## src/rtl/servo_pwm_pkg.sv

```systemverilog
// servo_pwm_pkg: shared default constants for the servo PWM timer.
// 100 MHz clock, 10 ms refresh, 1.0 / 1.5 / 2.0 ms pulse limits.
package servo_pwm_pkg;

    localparam int CLK_HZ            = 100_000_000;
    localparam int DEF_PERIOD_CYCLES = CLK_HZ / 100;
    localparam int DEF_CNT_W         = 20;
    localparam int DEF_NUM_CH        = 4;
    localparam int DEF_CH_W          = 2;
    localparam int DEF_MIN_PULSE     = CLK_HZ / 1000;
    localparam int DEF_MAX_PULSE     = CLK_HZ / 500;
    localparam int DEF_RESET_PULSE   = (CLK_HZ / 1000) * 3 / 2;

endpackage

```

## src/rtl/servo_pwm_channel.sv

```systemverilog
// servo_pwm_channel: one shadow/active width pair plus registered comparator.
// Optional clamp of written widths via SERVO_PWM_CLAMP_EN.
module servo_pwm_channel
    import servo_pwm_pkg::*;
#(
    parameter int CNT_W       = DEF_CNT_W,
`ifdef SERVO_PWM_CLAMP_EN
    parameter int MIN_PULSE   = DEF_MIN_PULSE,
    parameter int MAX_PULSE   = DEF_MAX_PULSE,
`endif
    parameter int RESET_PULSE = DEF_RESET_PULSE
) (
    input  logic             i_Clk,
    input  logic             clr,
    input  logic             en,
    input  logic             wrap,
    input  logic             wr_stb,
    input  logic [CNT_W-1:0] wr_width,
    input  logic [CNT_W-1:0] count,
    output logic             pwm
);

    localparam logic [CNT_W-1:0] RST_W = CNT_W'(RESET_PULSE);
`ifdef SERVO_PWM_CLAMP_EN
    localparam logic [CNT_W-1:0] MIN_W = CNT_W'(MIN_PULSE);
    localparam logic [CNT_W-1:0] MAX_W = CNT_W'(MAX_PULSE);
`endif

    logic [CNT_W-1:0] wr_val;
    logic [CNT_W-1:0] shadow_d, shadow_q;
    logic [CNT_W-1:0] active_d, active_q;
    logic             pwm_d, pwm_q;

    // Next-state: limit the written width, latch shadow, promote on wrap.
    always_comb begin
`ifdef SERVO_PWM_CLAMP_EN
        wr_val = wr_width;
        if (wr_width < MIN_W) begin
            wr_val = MIN_W;
        end else if (wr_width > MAX_W) begin
            wr_val = MAX_W;
        end
`else
        wr_val = wr_width;
`endif
        shadow_d = wr_stb ? wr_val : shadow_q;
        active_d = wrap ? shadow_q : active_q;
        pwm_d    = en && (count < active_q);
    end

    // Width registers and output flop, cleared to the neutral width.
    always_ff @(posedge i_Clk) begin
        if (clr) begin
            shadow_q <= RST_W;
            active_q <= RST_W;
            pwm_q    <= 1'b0;
        end else begin
            shadow_q <= shadow_d;
            active_q <= active_d;
            pwm_q    <= pwm_d;
        end
    end

    assign pwm = pwm_q;

endmodule

```

## src/rtl/servo_pwm_timer.sv

```systemverilog
// servo_pwm_timer: shared period counter driving NUM_CH servo PWM channels.
// Define SERVO_PWM_CLAMP_EN to clamp widths to [MIN_PULSE, MAX_PULSE].
module servo_pwm_timer
    import servo_pwm_pkg::*;
#(
    parameter int PERIOD_CYCLES = DEF_PERIOD_CYCLES,
    parameter int CNT_W         = DEF_CNT_W,
    parameter int NUM_CH        = DEF_NUM_CH,
    parameter int CH_W          = DEF_CH_W,
    parameter int MIN_PULSE     = DEF_MIN_PULSE,
    parameter int MAX_PULSE     = DEF_MAX_PULSE,
    parameter int RESET_PULSE   = DEF_RESET_PULSE
) (
    input  logic              i_Clk,
    input  logic              clr,
    input  logic              en,
    input  logic              wr_en,
    input  logic [CH_W-1:0]   wr_ch,
    input  logic [CNT_W-1:0]  wr_width,
    output logic [CNT_W-1:0]  count,
    output logic              period_tick,
    output logic [NUM_CH-1:0] pwm
);

    localparam logic [CNT_W-1:0] LAST = CNT_W'(PERIOD_CYCLES - 1);

    if (MIN_PULSE > MAX_PULSE ||
        (64'(1) << CNT_W) <= 64'(PERIOD_CYCLES)) begin : g_bad_cfg
        $error("servo_pwm_timer: inconsistent parameters");
    end

    logic [CNT_W-1:0]  count_d, count_q;
    logic              tick_d, tick_q;
    logic              wrap;
    logic [NUM_CH-1:0] wr_stb;

    // Counter advance, wrap detect and per-channel write decode.
    always_comb begin
        wrap    = en && (count_q == LAST);
        tick_d  = wrap;
        count_d = count_q;
        if (en) begin
            count_d = wrap ? '0 : count_q + 1'b1;
        end
        wr_stb = '0;
        for (int i = 0; i < NUM_CH; i++) begin
            wr_stb[i] = wr_en && (int'(wr_ch) == i);
        end
    end

    // Period counter and period-start tick.
    always_ff @(posedge i_Clk) begin
        if (clr) begin
            count_q <= '0;
            tick_q  <= 1'b0;
        end else begin
            count_q <= count_d;
            tick_q  <= tick_d;
        end
    end

    for (genvar i = 0; i < NUM_CH; i++) begin : g_ch
        servo_pwm_channel #(
            .CNT_W       (CNT_W),
`ifdef SERVO_PWM_CLAMP_EN
            .MIN_PULSE   (MIN_PULSE),
            .MAX_PULSE   (MAX_PULSE),
`endif
            .RESET_PULSE (RESET_PULSE)
        ) u_ch (
            .i_Clk    (i_Clk),
            .clr      (clr),
            .en       (en),
            .wrap     (wrap),
            .wr_stb   (wr_stb[i]),
            .wr_width (wr_width),
            .count    (count_q),
            .pwm      (pwm[i])
        );
    end

    assign count       = count_q;
    assign period_tick = tick_q;

endmodule
```

## config.mk

```make
export PLATFORM = sky130hd
export DESIGN_NAME = servo_pwm_timer
export DESIGN_NICKNAME = d
export VERILOG_FILES = /design/src/rtl/servo_pwm_pkg.sv /design/src/rtl/servo_pwm_channel.sv /design/src/rtl/servo_pwm_timer.sv
export SDC_FILE = /design/constraint.sdc
export NUM_CORES = 1
export LEC_CHECK = 0
export CORE_ASPECT_RATIO = 1.25
export CORE_MARGIN = 2
export CORE_UTILIZATION = 41
export DETAILED_ROUTE_END_ITERATION = 16
export GPL_TIMING_DRIVEN = 0
export PLACE_DENSITY = 0.61
export REMOVE_ABC_BUFFERS = 1
export SETUP_SLACK_MARGIN = 0.05
export SLEW_MARGIN = 5
export SYNTH_ARGS = -nofsm -noshare
export SYNTH_HDL_FRONTEND = slang
export SYNTH_SLANG_ARGS = --single-unit
```

## constraint.sdc

```tcl
create_clock -name i_Clk -period 2.4 [get_ports i_Clk]
set_clock_uncertainty 0.05 [all_clocks]
set_input_delay 0.48 -clock i_Clk [delete_from_list [all_inputs] [get_ports i_Clk]]
set_output_delay 0.48 -clock i_Clk [all_outputs]
set_load 0.005 [all_outputs]
```

# Word-level counts from Yosys, hierarchy flattened
# Index checks and enable logic that the tools add are counted.
[op_classes] n_addsub=1 n_mul=0 div_mod_pow=0 magnitude_cmp=4 n_eq_ne=4 shift=0 mux=1 n_bitwise=0 reduce_logical=10
[ops] op="$lt 20x20->1" count=4
[ops] op="$add 20x1->20 const B" count=1
[ops] op="$eq 20x20->1 const B" count=1
[ops] op="$mux 20" count=1
[ops] op="$logic_and 1x1->1" count=9
[ops] op="$eq 2x2->1 const B" count=2
[ops] op="$eq 2x1->1 const B" count=1
[ops] op="$logic_not 2->1" count=1
[totals] regBits=185 latch_bits=0 ram_bits=0 rom_bits=0 inputBits=26 word_cells=34 memories=0

# Depth between registers and ports, before layout
[logic_depth] depth_word=3 depth_mapped=10 depth_no_buf=6

# Hierarchy
# Synthesis repeated with hierarchy kept, for this count alone.
[hier_totals] hier_cells=910 hier_area_um2=8572.0
[by_module_without_submodules] module="servo_pwm_channel (g_ch[0].u_ch ...)" instances=3 cells_per_inst=197 area_per_inst_um2=1894.3 seq_area_each_um2=820.8
[by_module_without_submodules] module="servo_pwm_channel (g_ch[2].u_ch)" instances=1 cells_per_inst=200 area_per_inst_um2=1879.3 seq_area_each_um2=820.8
[by_module_without_submodules] module="servo_pwm_timer" instances=1 cells_per_inst=119 area_per_inst_um2=1009.7 seq_area_each_um2=420.4

# Worst setup path before layout
# OpenSTA, ideal clock, no wires.
[synth_path] kind="flip-flop to flip-flop" from="reg count_q[1], in the netlist count[1]" to="reg g_ch[2].u_ch.active_q[11]" arrival_time_ns=2.249 required_time_ns=2.217 slack_ns=-0.032 stages_incl_launch_ff=9 path_buffers=3 synth_period_minus_slack_ns=2.432 path_cell_list="dfxtp_1 -> ha_1 -> nand3_2 -> or4_1 -> clkbuf_1 -> or3_1 -> buf_6 -> clkbuf_1 -> a2bb2oi_1"
[synth_via] elab_chain_len=2
[synth_lines] item="start: declaration" line="servo_pwm_timer.sv:32" source="logic [CNT_W-1:0] count_d, count_q;"
[synth_lines] item="start signal: assignment" line="servo_pwm_timer.sv:57" source="count_q <= count_d;"
[synth_lines] item="$eq 20x20->1" line="servo_pwm_timer.sv:39" source="wrap = en && (count_q == LAST);"
[synth_lines] item="$logic_and 1x1->1" line="servo_pwm_timer.sv:39"
[synth_lines] item="end signal: assignment" line="servo_pwm_channel.sv:59" source="active_q <= active_d;"
[synth_lines] item="end: declaration" line="servo_pwm_channel.sv:31" source="logic [CNT_W-1:0] active_d, active_q;"
# No other way between the ends.
# A chain may end at the register's enable or synchronous reset.

# Worst setup path after layout
[layout_path] from="reg count_q[6], in the netlist count[6]" to="reg g_ch[3].u_ch.active_q[6]"
[layout_via] elab_chain_len=2
[layout_lines] item="$eq 20x20->1" line="servo_pwm_timer.sv:39"
[layout_lines] item="$logic_and 1x1->1" line="servo_pwm_timer.sv:39"
[layout_lines] item="end signal: assignment" line="servo_pwm_channel.sv:59"
[layout_lines] item="end: declaration" line="servo_pwm_channel.sv:31"
# No other way between the ends.

==> out/summary.txt <==
Worst-skew pair later-pin latency = 440 ps
Nets = 1058
Hold Crit Class = flip-flop to flip-flop
Post-synth EDFFs = 0
Mux contribution to synthesized area = 0%
Design Area, Final = 9758 um2
Cells after Synth = 919
Worst path max stage delay = 590 ps
Fmax = 431.0 MHz
Fillers = 1924
Synth warnings = 0
Pwr Total = 6.340 mW
Num CTS Buffers = 17
Logic pwr share = 5.4%
Register area share after synthesis = 44.98%
Startpoint Class = flip-flop
Clock power share = 44.8%
Final number of hold-violating endpoints = 0
Final setup violation count = 0
Slowest CP cell = or3_4
WL/cell = 17.73 um
Total track usage = 21.03%
Total global routing overflow = 0
Antenna cell count = 0
First drt pass iteration count = 5
Core area = 19540 um2
Outcome = finished, final reports clean
Post-Synth Adder-Cell Area = 11.70%
Post-DP HPWL = 13940 um
Flop pwr share = 49.8%
Slew Viols, Final = 0
Routed via count = 6489
Routed wire length = 21860 um
Clock-pin slew on the worst setup and hold paths = 70 ps
Prevailing post-synth register cell = dfxtp_1
Pin count of the biggest net entering global routing = 62
Largest family of logic cells by synthesized area = compound AO/OA/AOI/OAI gates
Int Pwr = 4.875 mW
Clock Path Buffers = 2
Worst EP arrival = 2570 ps
CTS tree = done
Maxcap violations = 0
H-tree Lvls = 4
First-pass GRT wire length = 33750 um
Die Y = 162.4 um
DRC violations left = 0
Slew Limit Headroom = 20.10%
Post-synthesis simple-gate area fraction = 17.34%
Initial Util = 42.14%
Die width = 130.8 um
Fin Setup TNS = 0 ps
Vias/cell = 5.263
PwrDens = 649.7 nW/um2
Tmin final = 2320 ps
Pleak = 4.165 nW
Routed Antenna Nets = 0
Post-DP Area = 8937 um2
Num ports = 51
Synth unique cells = 44
Clock root cell = clkbuf_16
Mapped Area = 8234 um2
Worst endpoint required time = 2650 ps
Worst Path Max Fanout = 11
Port bufs = 50
Yosys reg bits = 185
# rows = 57
Net Sw Power = 1.465 mW
Utilization after layout = 49.94%
Async SR Flop Fraction = 0%
Crit Path Class = flip-flop to flip-flop
Worst-Margin Slew = 1195 ps
XOR/XNOR share of the synthesized area = 1.383%
Crit share post-route = 96.68%
Sink Count = 185
Layout cell share with drive strength beyond 1 = 7.955%
Initial antenna violation count = 0
Layout area overhead = 18.51%
Syn Area/Cell = 8.960 um2
Switching fraction of total power = 23.11%
Vias in the first global route = 6149
Compound-Gate Fraction of Synth Area = 17.66%
Worst-path cell chain = nor4_1 > nand2_1 > or3_4 > clkbuf_16 > a2bb2oi_1
Starting DRC count in detailed routing = 330
Die area = 21240 um2
CP endpoint kind = flip-flop
Worst-case vdd ir drop = 0.0005299 V
GPL Wtd Cong = 0.7715
## path summary, 6_finish.rpt
| check | startpoint | end | slack, ps | cells after the start |
|---|---|---|---|---|
| worst max-delay path | count[6]$_SDFFE_PP0P_ | g_ch[3].u_ch.active_q[6]$_SDFFE_PP1N_ | 80 | 5 |
| worst min-delay path | g_ch[3].u_ch.shadow_q[18]$_SDFFE_PP0P_ | g_ch[3].u_ch.shadow_q[18]$_SDFFE_PP0P_ | 400 | 2 |
| worst max register to register | count[6]$_SDFFE_PP0P_ | g_ch[3].u_ch.active_q[6]$_SDFFE_PP1N_ | 80 | 5 |
| worst min register to register | g_ch[3].u_ch.shadow_q[18]$_SDFFE_PP0P_ | g_ch[3].u_ch.shadow_q[18]$_SDFFE_PP0P_ | 400 | 2 |
## repair_timing
action | 4_1_cts | 5_1_grt
gates cloned | 2 | 2
hold buffers | 0 | 0
endpoints found under the setup margin | 98 | 83
resized for setup | 14 | 15
buffers inserted | 2 | 6
pin swaps | 3 | 2
## cell type report
cell class | count | area (um2) | area share, %
multi-input combinational | 601 | 4049 | 41.49
clock buffer | 20 | 456.7 | 4.680
sequential | 185 | 3727 | 38.20
inverter | 84 | 341.6 | 3.500
tap | 265 | 331.6 | 3.398
timing repair inverter | 1 | 11.26 | 0.1154
clock inverter | 12 | 137.6 | 1.410
timing repair buffer | 65 | 703.2 | 7.206
## per-layer routing
layer / routed length (um) / track usage, % / vias up
met1: 9679 / 26.10 / 3110
met4: 279 / 5.464 / 0
met2: 11200 / 37.38 / 109
li1: - / - / 3247
met3: 697 / 3.679 / 23
met5: 0 / 0 / -
## registers in the layout (all words and copies together) (netlist names)
signal,cells
count,20
g_ch.u_ch.active_q,80
period_tick,1
g_ch.u_ch.pwm,4
g_ch.u_ch.shadow_q,80
## cell families after synthesis
kind of cell	Yosys count
simple gates	305
buf+inv	135
xor+xnor	13
fa+ha+maj	77
flops	185
compound gates	204
## cells in the mapped netlist, types with 7 or more instances
master,number,area share (%)
a21o_1,12,1.1
a21oi_1,75,4.6
a22o_1,48,5.1
a2bb2oi_1,32,3.4
buf_4,8,0.73
clkbuf_1,39,1.8
dfxtp_1,185,45
ha_1,77,12
inv_1,83,3.8
nand2_1,189,8.6
nand2b_1,7,0.53
nand3b_1,33,3.0
nand4_1,11,0.84
nor2_1,21,0.96
nor3_1,7,0.43
o221ai_1,8,0.85
or3_1,9,0.68
xnor2_1,10,1.1
## power groups by stage
stage | registers [mW] | clock network [mW] | logic, mW
2_1_floorplan | 3.23 | 0 | 0.150
3_3_place_gp | 3.23 | 0 | 0.309
3_5_place_dp | 3.23 | 0 | 0.329
4_1_cts | 3.16 | 2.89 | 0.334
5_1_grt | 3.16 | 3.00 | 0.374
6_report | 3.15 | 2.84 | 0.343
## critical path: cells and delay by family, from the launching register on
family / cells / cell delay, ps
AO/OA/AOI/OAI: 1 / 120
buffers and inverters: 1 / 220
flip-flops: 1 / 470
AND/OR/NAND/NOR: 3 / 1320
## through the flow
step / std cells / worst slack (ps) / hold slack, ps
finish: 1233 / 79.79 / 403.3
global route: 1233 / -3.853 / 406.8
CTS: 1225 / 52.70 / 390.5
detailed placement: 1189 / -1394 / 396.1
global placement: 1183 / -3649 / 391.1
floorplan: 868 / -315.4 / 380.0
## cells in the final DEF, fill, tap and decap left out, types with 5 or more instances in the layout
| cell type | count |
|---|---|
| nand2_1 | 189 |
| nand3b_1 | 33 |
| a22o_1 | 48 |
| clkdlybuf4s50_1 | 48 |
| a21oi_1 | 75 |
| nand2b_1 | 7 |
| a2bb2oi_1 | 32 |
| nand4_1 | 11 |
| or3_1 | 8 |
| or2_2 | 6 |
| ha_1 | 76 |
| clkbuf_16 | 18 |
| buf_4 | 8 |
| nor2_1 | 19 |
| xnor2_1 | 10 |
| dfxtp_1 | 176 |
| nor3_1 | 7 |
| o221ai_1 | 8 |
| inv_1 | 83 |
| a21o_1 | 12 |
| nand3_1 | 5 |
| dfxtp_4 | 5 |
Power figures use the tool's default switching activity.
